[config.mk]
export PLATFORM = sky130hd
export DESIGN_NAME = lane4_serializer
export DESIGN_NICKNAME = d
export VERILOG_FILES = /design/src/rtl/lane4_serializer.sv
export SDC_FILE = /design/constraint.sdc
export NUM_CORES = 1
export LEC_CHECK = 0
export CAP_MARGIN = 20
export CORE_UTILIZATION = 25
export DETAILED_ROUTE_END_ITERATION = 12
export PLACE_DENSITY = 0.54
export SLEW_MARGIN = 20
export SYNTH_ARGS = -nofsm -noshare
export SYNTH_HDL_FRONTEND = slang
export SYNTH_SLANG_ARGS = --single-unit
[constraint.sdc]
create_clock -name clk -period 4.5 [get_ports clk]
set_input_delay 0.45 -clock clk [delete_from_list [all_inputs] [get_ports clk]]
set_output_delay 0.45 -clock clk [all_outputs]
set_load 0.05 [all_outputs]
[src/rtl/lane4_serializer.sv]
// lane4_serializer: collects one four-lane butterfly group into a holding
// register and replays it as a single word stream, lane 0 first, each word
// tagged with its 2-bit lane index. A new group can be taken in the same
// cycle the last word of the current group leaves, so a steady upstream
// sustains one word per cycle.
module lane4_serializer #(
  parameter int WORD_SIZE = 16
) (
  input  logic                 clk,
  input  logic                 rst,
  input  logic                 in_valid,
  output logic                 in_ready,
  input  logic [WORD_SIZE-1:0] in0,
  input  logic [WORD_SIZE-1:0] in1,
  input  logic [WORD_SIZE-1:0] in2,
  input  logic [WORD_SIZE-1:0] in3,
  output logic                 out_valid,
  input  logic                 out_ready,
  output logic [WORD_SIZE-1:0] out_data,
  output logic [1:0]           out_sel,
  output logic                 out_last
);

  typedef enum logic {IDLE, SEND} state_e;

  localparam logic [1:0] LAST_LANE = 2'd3;

  state_e                     state_q, state_d;
  logic [1:0]                 cnt_q, cnt_d;
  logic [3:0][WORD_SIZE-1:0]  hold_q, hold_d;

  logic sending;
  logic accept;
  logic fire;

  // Handshake and output decode; out_* depend on registered state only.
  always_comb begin
    sending   = (state_q == SEND);
    in_ready  = !rst && (!sending || ((cnt_q == LAST_LANE) && out_ready));
    accept    = in_valid && in_ready;
    fire      = sending && out_ready;
    out_valid = sending;
    out_data  = sending ? hold_q[cnt_q] : '0;
    out_sel   = sending ? cnt_q : 2'd0;
    out_last  = sending && (cnt_q == LAST_LANE);
  end

  // Next state: an accept (from IDLE, or overlapping the final word) reloads
  // the group; otherwise a consumed word advances the lane or ends the group.
  always_comb begin
    state_d = state_q;
    cnt_d   = cnt_q;
    hold_d  = hold_q;
    if (accept) begin
      hold_d  = {in3, in2, in1, in0};
      cnt_d   = 2'd0;
      state_d = SEND;
    end else if (fire) begin
      if (cnt_q != LAST_LANE) begin
        cnt_d = cnt_q + 2'd1;
      end else begin
        cnt_d   = 2'd0;
        state_d = IDLE;
      end
    end
  end

  // State registers with synchronous reset that drops any in-flight group.
  always_ff @(posedge clk) begin
    if (rst) begin
      state_q <= IDLE;
      cnt_q   <= 2'd0;
      hold_q  <= '0;
    end else begin
      state_q <= state_d;
      cnt_q   <= cnt_d;
      hold_q  <= hold_d;
    end
  end

endmodule

==> flow_metrics.env <==
export IMPL_status="completed"
export IMPL_tritoncts_num_buffers=9
export IMPL_grt_pass1_wl_mm=12.21
export IMPL_area_delta_synth_final_pct=35.43
export IMPL_switching_power_mw=0.3619
export IMPL_crit_slowest_cell="dfxtp_1"
export IMPL_dpl_worst_slack_ns=1.454
export IMPL_total_power_mw=1.569
export IMPL_relSlewSlack=0.4357
export IMPL_grt_setup_unrepaired="false"
export IMPL_p_leak_nw=1.812
export IMPL_wire_per_inst_um=14.42
export IMPL_reg2reg_to="hold_q[27]"
export IMPL_path_cells="buf_4 > mux4_2 > and2_1 > clkdlybuf4s50_1"
export IMPL_p_int_mw=1.207
export IMPL_required_ns=4.05
export IMPL_finClkSkew_ns=0.005404
export IMPL_crit_buf_inv=2
export IMPL_grt_ovfl_total=0
export IMPL_die_y_um=119.3
export IMPL_route_vias_total=2148
export IMPL_nFillCells=1342
export IMPL_hold_end="out_valid"
export IMPL_finalHoldViolations=0
export IMPL_grt_max_degree=66
export IMPL_clk_pin_slew_worst_paths_ns=0.05
export IMPL_pwr_share_comb=0.155
export IMPL_peakVddDrop_v=0.0001722
export IMPL_hold_path_class="input port to flop"
export IMPL_instances_no_fill=528
export IMPL_drive_gt1_frac=0.2869
export IMPL_max_freq_mhz=303.0
export IMPL_setup_violations=0
export IMPL_critPathMaxFanout=11
export IMPL_multi_input_area_um2=1898
export IMPL_post_cts_setup_buffers=0
export IMPL_hold_ws_ns=0.3758
export IMPL_r2r_slack_ns=1.98
export IMPL_clockPowerShare=0.423
export IMPL_avgSynthCellArea_um2=12.98
export IMPL_worstHoldPathCells=2
export IMPL_slew_violations=0
export IMPL_crit_start="cnt_q[1]"
export IMPL_ant_nets=0
export IMPL_crit_family="buffers and inverters"
export IMPL_ys_seq_elements=67
export IMPL_vias_per_cell=4.068
export IMPL_cts_max_path_buffers=2
export IMPL_cts_tree="done"
export IMPL_ios=89
export IMPL_cp_slowest_stage_delay_ns=0.75
export IMPL_critPathArrivalTime_ns=2.85
export IMPL_drc=0
export IMPL_dp_cells=513
export IMPL_path_class="flop to primary output"
export IMPL_switching_share=0.2307
export IMPL_syn_area_um2=3440
export IMPL_insertion_delay_ns=0.33
export IMPL_h_tree_depth=3
export IMPL_io_buffers=88
export IMPL_first_pass_iters=4
export IMPL_worstMarginPinSlew_ns=0.8454
export IMPL_die_x_um=119.3
export IMPL_dpl_hpwl_mm=4.843
export IMPL_antenna_found_initial=0
export IMPL_setup_ws_ns=1.200
export IMPL_maxCapViolations=0
export IMPL_cp_end_kind="primary output"
export IMPL_fin_crit_sh=0.7334
export IMPL_synth_cell_type_count=22
export IMPL_die_area_um2=14230
export IMPL_regToRegStartpoint="cnt_q[0]"
export IMPL_gr_usage_all_layers=0.1154
export IMPL_grt_pass1_vias=2281
export IMPL_cts_sinks=67
export IMPL_seq_area_frac_synth=0.3900
export IMPL_start_util=0.2577
export IMPL_routed_wl_mm=7.612
export IMPL_setup_tns_ns=0
export IMPL_yosys_warnings=0
export IMPL_core_rowCount=42
export IMPL_worstRegToRegCells=5
export IMPL_seqPwrFrac=0.422
export IMPL_syn_nets=334
export IMPL_coreArea_um2=13350
export IMPL_synthCells=265
export IMPL_cp_start_kind="flop"
export IMPL_gp_congestion=0.6838
export IMPL_min_period_ns=3.300
export IMPL_n_antenna_cell=0
export IMPL_root_buffer="clkbuf_16"
export IMPL_final_cell_mix="clkdlybuf4s50_1, dfxtp_1, nor2b_1, mux2_4, and2_1"
export IMPL_drt_iter0_markers=75
export IMPL_seq_area_um2=1341
export IMPL_post_cts_resized=0
export IMPL_num_nets_final=417
export IMPL_power_density_nw_per_um2=336.8
export IMPL_hold_buffers=0
export IMPL_hold_start="rst"
export IMPL_mostFrequentLayoutCell="clkdlybuf4s50_1"
layout make-up:
| cell class | count | share of cell area |
|---|---|---|
| flip-flops and latches | 67 | 0.2879 |
| clock buffers | 13 | 0.05802 |
| repair buffers | 92 | 0.1972 |
| multi-input cells | 178 | 0.4075 |
| clock inverters | 2 | 0.002149 |
| well taps | 176 | 0.04727 |
per-layer routing:
layer / part of all wire / vias up / routed length (um) / GRT usage
met5: 0 / - / 0 / 0
met4: 0.013 / 0 / 97 / 0.03750
met3: 0.062 / 12 / 474 / 0.05316
met2: 0.46 / 57 / 3513 / 0.1795
met1: 0.46 / 1009 / 3526 / 0.1405
li1: - / 1070 / - / -
power groups by stage:
stage               clock [mW]  sequential, mW  combinational [mW]
global placement             0           0.675               0.244
CTS                      0.693           0.663               0.247
floorplan                    0           0.662               0.169
global route             0.721           0.668               0.259
finish                   0.663           0.662               0.244
detailed placement           0           0.675               0.246
flip-flops by register name, indices dropped and copies added (netlist names):
| signal | flops |
|---|---|
| cnt_q | 2 |
| hold_q | 64 |
| out_valid | 1 |
how the worst max path moves through the flow:
stage              endpoint  slack (ns)  cells past startpoint
3_3_place_gp    out_data[2]        1.52                      4
6_report        out_data[4]        1.20                      4
5_1_grt         out_data[6]        1.01                      4
2_1_floorplan  out_data[10]        2.59                      4
4_1_cts         out_data[4]        1.08                      4
3_5_place_dp    out_data[4]        1.45                      4
cells in the mapped netlist, drive strengths merged:
cell	n	area [um2]
dfxtp	67	1341
mux2	64	904.6
nor2b	63	394.1
and2	19	118.9
mux4	16	360.4
buf	14	177.7
clkbuf	6	22.52
nor2	4	15.01
and2b	2	15.01
nand2	2	7.510
nor3b	2	26.28
a21boi	1	18.77
a21oi	1	5.000
ha	1	12.51
mux2i	1	10.01
nor3	1	5.000
o21ai	1	5.000
through the flow:
stage	util	area [um2]
after floorplan	-	3440
after global placement	0.3280	4378
after detailed placement	0.3280	4378
after CTS	0.3490	4658
after global routing	0.3490	4658
final	0.3490	4658
cell families (layout without fill, tap and decap cells):
| kind of cell | count (synthesis) | in the layout | synth area share |
|---|---|---|---|
| compound gates | 3 | 3 | 0.008364 |
| mux | 81 | 81 | 0.3707 |
| fa+ha+maj | 1 | 1 | 0.003637 |
| buf+inv | 20 | 107 | 0.05820 |
| flops | 67 | 67 | 0.3900 |
| simple gates | 93 | 93 | 0.1692 |
(Power assumes the default switching activity.)
